$ cat src/rtl/data_cache_assoc.sv
// 2-way set-associative write-back/write-allocate data cache with 4-byte
// blocks, per-set LRU, and saturating hit/miss counters.
// Ports:
//   clk, reset (sync, active-low)
//   read/write/address/writedata -> readdata/busywait     (CPU side)
//   mem_read/mem_write/mem_address/mem_writedata          (memory requests)
//   mem_readdata/mem_busywait                             (memory response)
//   hit_count/miss_count                                  (statistics)
module data_cache_assoc #(
  parameter int ADDR_W   = 8,
  parameter int SET_BITS = 2,
  parameter int CNT_W    = 16
) (
  input  logic              clk,
  input  logic              reset,
  input  logic              read,
  input  logic              write,
  input  logic [ADDR_W-1:0] address,
  input  logic [7:0]        writedata,
  output logic [7:0]        readdata,
  output logic              busywait,
  output logic              mem_read,
  output logic              mem_write,
  output logic [ADDR_W-3:0] mem_address,
  output logic [31:0]       mem_writedata,
  input  logic [31:0]       mem_readdata,
  input  logic              mem_busywait,
  output logic [CNT_W-1:0]  hit_count,
  output logic [CNT_W-1:0]  miss_count
);

  localparam int TAG_W = ADDR_W - SET_BITS - 2;
  localparam int NSETS = 1 << SET_BITS;

  typedef enum logic [1:0] {IDLE, WRITE_BACK, FETCH} state_e;

  state_e state_q, state_d;

  logic [1:0][NSETS-1:0] valid_q, dirty_q;
  logic [NSETS-1:0]      lru_q;
  logic [TAG_W-1:0]      tag_q  [2][NSETS];
  logic [31:0]           data_q [2][NSETS];

  logic victim_q, retry_q;
  logic mem_read_q, mem_read_d;
  logic mem_write_q, mem_write_d;
  logic [ADDR_W-3:0] mem_addr_q, mem_addr_d;
  logic [31:0] mem_wdata_q, mem_wdata_d;
  logic [CNT_W-1:0] hit_cnt_q, miss_cnt_q;

  logic [SET_BITS-1:0] set;
  logic [TAG_W-1:0]    tag;
  logic [1:0]          off;
  logic [1:0]          hit_w;
  logic                hit, hway, victim, need_wb;
  logic                access, miss_ev, hit_ev, fill;
  logic [31:0]         hblk;

  assign set = address[SET_BITS+1:2];
  assign tag = address[ADDR_W-1:SET_BITS+2];
  assign off = address[1:0];

  assign hit_w[0] = valid_q[0][set] && (tag_q[0][set] == tag);
  assign hit_w[1] = valid_q[1][set] && (tag_q[1][set] == tag);
  assign hit      = |hit_w;
  assign hway     = hit_w[1];

  // Fill empty ways first, otherwise replace the LRU way.
  assign victim  = !valid_q[0][set] ? 1'b0 :
                   !valid_q[1][set] ? 1'b1 : lru_q[set];
  assign need_wb = valid_q[victim][set] && dirty_q[victim][set];

  assign access  = read | write;
  assign miss_ev = (state_q == IDLE) && access && !hit;
  assign hit_ev  = (state_q == IDLE) && access && hit;
  assign fill    = (state_q == FETCH) && !mem_busywait;

  assign hblk     = data_q[hway][set];
  assign readdata = hblk[{off, 3'b000} +: 8];
  assign busywait = access && !((state_q == IDLE) && hit);

  assign mem_read      = mem_read_q;
  assign mem_write     = mem_write_q;
  assign mem_address   = mem_addr_q;
  assign mem_writedata = mem_wdata_q;
  assign hit_count     = hit_cnt_q;
  assign miss_count    = miss_cnt_q;

  always_ff @(posedge clk) begin
    if (!reset) state_q <= IDLE;
    else        state_q <= state_d;
  end

  always_comb begin
    state_d = state_q;
    unique case (state_q)
      IDLE:       if (miss_ev) state_d = need_wb ? WRITE_BACK : FETCH;
      WRITE_BACK: if (!mem_busywait) state_d = FETCH;
      FETCH:      if (!mem_busywait) state_d = IDLE;
      default:    state_d = IDLE;
    endcase
  end

  always_comb begin
    mem_read_d  = mem_read_q;
    mem_write_d = mem_write_q;
    mem_addr_d  = mem_addr_q;
    mem_wdata_d = mem_wdata_q;
    unique case (state_q)
      IDLE: begin
        if (miss_ev && need_wb) begin
          mem_write_d = 1'b1;
          mem_read_d  = 1'b0;
          mem_addr_d  = {tag_q[victim][set], set};
          mem_wdata_d = data_q[victim][set];
        end else if (miss_ev) begin
          mem_read_d  = 1'b1;
          mem_write_d = 1'b0;
          mem_addr_d  = address[ADDR_W-1:2];
        end
      end
      WRITE_BACK: begin
        if (!mem_busywait) begin
          mem_write_d = 1'b0;
          mem_read_d  = 1'b1;
          mem_addr_d  = address[ADDR_W-1:2];
        end
      end
      FETCH: begin
        if (!mem_busywait) mem_read_d = 1'b0;
      end
      default: begin
        mem_read_d  = 1'b0;
        mem_write_d = 1'b0;
      end
    endcase
  end

  always_ff @(posedge clk) begin
    if (!reset) begin
      mem_read_q  <= 1'b0;
      mem_write_q <= 1'b0;
      mem_addr_q  <= '0;
      mem_wdata_q <= '0;
      valid_q     <= '0;
      dirty_q     <= '0;
      lru_q       <= '0;
      hit_cnt_q   <= '0;
      miss_cnt_q  <= '0;
      victim_q    <= 1'b0;
      retry_q     <= 1'b0;
    end else begin
      mem_read_q  <= mem_read_d;
      mem_write_q <= mem_write_d;
      mem_addr_q  <= mem_addr_d;
      mem_wdata_q <= mem_wdata_d;
      // The first IDLE hit after a fill is the stalled access completing.
      retry_q     <= fill;
      if (miss_ev) begin
        victim_q <= victim;
        if (miss_cnt_q != '1) miss_cnt_q <= miss_cnt_q + CNT_W'(1);
      end
      if (hit_ev) begin
        lru_q[set] <= ~hway;
        if (write) dirty_q[hway][set] <= 1'b1;
        if (!retry_q && hit_cnt_q != '1) hit_cnt_q <= hit_cnt_q + CNT_W'(1);
      end
      if (fill) begin
        valid_q[victim_q][set] <= 1'b1;
        dirty_q[victim_q][set] <= 1'b0;
        lru_q[set]             <= ~victim_q;
      end
    end
  end

  always_ff @(posedge clk) begin
    if (hit_ev && write) data_q[hway][set][{off, 3'b000} +: 8] <= writedata;
    if (fill) begin
      data_q[victim_q][set] <= mem_readdata;
      tag_q[victim_q][set]  <= tag;
    end
  end

endmodule

$ cat config.mk
export PLATFORM = sky130hd
export DESIGN_NAME = data_cache_assoc
export DESIGN_NICKNAME = d
export VERILOG_FILES = /design/src/rtl/data_cache_assoc.sv
export SDC_FILE = /design/constraint.sdc
export NUM_CORES = 1
export LEC_CHECK = 0
export ABC_AREA = 1
export CORE_UTILIZATION = 40
export DETAILED_ROUTE_END_ITERATION = 8
export PLACE_DENSITY = 0.7
export RECOVER_POWER = 50
export SETUP_SLACK_MARGIN = 0.1
export SLEW_MARGIN = 10
export SYNTH_ARGS = -nofsm -noshare
export SYNTH_HDL_FRONTEND = slang
export SYNTH_SLANG_ARGS = --single-unit
$ cat constraint.sdc
create_clock -name clk -period 4.65 [get_ports clk]
set_clock_uncertainty 0.2 [all_clocks]
set_input_delay 1.395 -clock clk [delete_from_list [all_inputs] [get_ports clk]]
set_output_delay 1.395 -clock clk [all_outputs]
set_load 0.01 [all_outputs]
==> impl_metrics.ini <==
[grt]
grt_first_pass_wirelength_microns = 91600
grt_max_degree = 77
antenna_found_initial = 0
track_usage = 0.252
grt-ovfl-total = 0
grt_pass1_vias = 15800

[worst_setup_path]
worstPathMaxFanout = 8
r2r-start = state_q[1]
critPathRequiredTime_ns = 3.05
cp-endpoint = readdata[4]
critPathMostFrequentCell = nand2_2
rr_worst_depth = 7
max_stage_delay_ns = 0.15
crit_chain = buf_8 -> buf_8 -> buf_6 -> nand2_4 -> nand2_2 -> nand2_2 -> nand2_2 -> nand2_2 -> nand2_2 -> nor2_4 -> nand3_4 -> inv_6 -> buf_12 -> buf_12 -> o21ai_4 -> nand3_2 -> nand3_2 -> nand2_2 -> buf_6
start_kind = primary input
r2r_end = tag_q[0][9]
path_class = primary input to output pin
arrival_ns = 3.27
critical-path-slowest-cell = nand3_4
crit_start = address[2]
cp-end-kind = output pin
r2r_slack_ns = 1.04

[detailed_routing]
vias_per_cell = 5.73
drtAntennaViolNets = 0
first_iter_violations = 2312
drcViolationCount = 0
routed_wl_microns = 60900
drtPass1Iterations = 6
vias = 16800
detail_route.wl_per_cell_microns = 20.8

[floorplan]
io_pins = 134
initial_core_util = 0.408
die_area_sq_um = 47400
die_x_microns = 218
rows = 78
core_sq_um = 45700
die_h_microns = 218

[sta]
max_slew_margin = 0.170
final-max-slew-violation-count = 0
finalSetupTns_ns = -1.56
rsz0062_at_grt = true
worst_pin_slew_ns = 1.23
post-route-min-period_ns = 4.86
finalHoldViolations = 0
setup_ws_ns = -0.213
max_freq_mhz = 206
timing.final.crit_share = 1.05
setup_viol = 8

[cts]
clk_pin_slew_ns = 0.06
htree_levels = 2
cts_buffer_depth = 3
clock_sinks = 384
insertion_delay_ns = 0.58
hold_buffers = 0
numCtsBuffers = 41
clockRootBuffer = clkbuf_16
cts_tree = built

[synthesis]
synthDistinctLibCells = 43
syn_inst = 2035
syn_avg_cell_area_sq_um = 9.15
synthArstFlopShare = 0
synth_nets = 2095
syn_area_sq_um = 18600
synth-seq-cells = 384
seq_area_frac_synth = 0.567
synth_edf_count = 288
synth-main-ff-cell = edfxtp_1
yosys_warnings = 0

[place]
gp_congestion = 0.961
place_ws_ns = -1.19
io_buffers = 133
dp.cells = 2819
place_hpwl_microns = 41200
placed_area_sq_um = 21800

[final_layout]
fin_nets = 2352
utilization = 0.526
insertedDiodeCount = 0
stdcell_count = 2925
drive_above_1_share = 0.189
fill_cells = 3957
syn2layout_area_growth_pct = 29.0
final_area_sq_um = 24000

[worst_hold_path]
worstHoldPathType = register to register

[power]
power.switching_mw = 1.99
clkPwrFrac = 0.399
seqPwrFrac = 0.484
ir_drop_v = 0.000247
p_sw_frac = 0.255
p_int_mw = 5.81
leakage_nw = 9.38
combPwrFrac = 0.117
p_per_area_nw_per_um2 = 325

[job]
max_cap_violations = 0

[status]
outcome = complete, but fails checks
violations = setup timing
-- kinds of logic after synthesis --
logic type,synth area share
flip-flops,0.567
XOR/XNOR,0.00893
adder cells (fa/ha/maj),0.00470
AND/OR/NAND/NOR,0.171
AO/OA/AOI/OAI,0.177
buffers and inverters,0.0711
-- timing repair --
item,CTS,global route
resized for setup,165,94
pin swaps,47,49
gates cloned,8,2
endpoints found under the setup margin,9,9
buffers inserted,17,8
-- power by group through the flow --
stage	clock network [mW]	logic, mW	registers [mW]
2_1_floorplan	0	0.432	3.85
3_3_place_gp	0	0.813	3.85
3_5_place_dp	0	0.823	3.85
4_1_cts	3.15	0.861	3.78
5_1_grt	3.30	0.971	3.78
6_report	3.11	0.911	3.78
-- stage by stage --
stage / hold slack, ns / power [mW]
3_5_place_dp: 0.255 / 4.68
4_1_cts: 0.265 / 7.80
5_1_grt: 0.272 / 8.05
2_1_floorplan: 0.232 / 4.28
3_3_place_gp: 0.245 / 4.66
6_report: 0.262 / 7.80
-- cells in the mapped netlist (all sizes together), types with 32 or more instances --
cell	count	area, sq um
o2111ai	32	280
inv	173	649
nor2	151	634
nand2	398	1580
buf	55	374
dfxtp	96	1920
edfxtp	288	8650
o21ai	312	1570
a21oi	176	922
clkbuf	73	277
a22o	32	280
nand3	134	693
o22ai	32	200
-- placed cells by master (no fill, tap or decap), drive strengths merged --
cell / n
a21oi: 176
a22o: 32
a31oi: 5
and3: 1
buf: 214
bufbuf: 1
bufinv: 1
clkbuf: 60
clkdlybuf4s50: 45
clkinv: 22
clkinvlp: 3
dfxtp: 96
dlygate4sd2: 3
dlygate4sd3: 73
edfxtp: 288
ha: 7
inv: 174
nand2: 398
nand3: 134
nand4: 24
nor2: 151
nor3: 21
o2111ai: 32
o21ai: 312
o21bai: 1
o22ai: 32
xnor2: 6
xor2: 13
-- worst min-delay path by stage --
stage,from,to,cells after the start
final,mem_address[5],mem_address[5],2
after global routing,dirty_q[0],dirty_q[0],2
after floorplan,dirty_q[1],dirty_q[1],2
after CTS,mem_address[5],mem_address[5],2
after detailed placement,mem_address[5],mem_address[5],2
after global placement,dirty_q[2],dirty_q[2],2
-- worst max-delay path, delay by kind of cell --
family | cells | cell delay [ns]
AND/OR/NAND/NOR | 11 | 0.92
AO/OA/AOI/OAI | 1 | 0.06
buffers and inverters | 7 | 0.86
-- final cells by class --
cell class | count | area, sq um | share of cell area
multi-input cells | 1345 | 7270 | 0.303
clock buffers | 54 | 1100 | 0.0456
repair buffers | 342 | 3510 | 0.146
flip-flops and latches | 384 | 10600 | 0.440
clock inverters | 22 | 159 | 0.00661
inverters | 178 | 679 | 0.0283
well taps | 600 | 751 | 0.0312
-- registers in the layout (all words and copies together) (netlist names) --
| register | flops |
|---|---|
| data_q | 256 |
| hit_count | 16 |
| state_q | 2 |
| miss_count | 16 |
| valid_q | 8 |
| mem_writedata | 32 |
| mem_read | 1 |
| tag_q | 32 |
| mem_address | 6 |
| victim_q | 1 |
| mem_write | 1 |
| retry_q | 1 |
| dirty_q | 8 |
| lru_q | 4 |
-- routing by layer --
| layer | vias to the layer above | wire (microns) | part of all wire | GRT usage |
|---|---|---|---|---|
| met4 | 0 | 2350 | 0.039 | 0.104 |
| met2 | 1043 | 27800 | 0.46 | 0.401 |
| met3 | 171 | 6560 | 0.11 | 0.0449 |
| li1 | 7633 | - | - | - |
| met1 | 7919 | 24200 | 0.40 | 0.339 |
| met5 | - | 0 | 0 | 0 |
(Power assumes the default switching activity.)
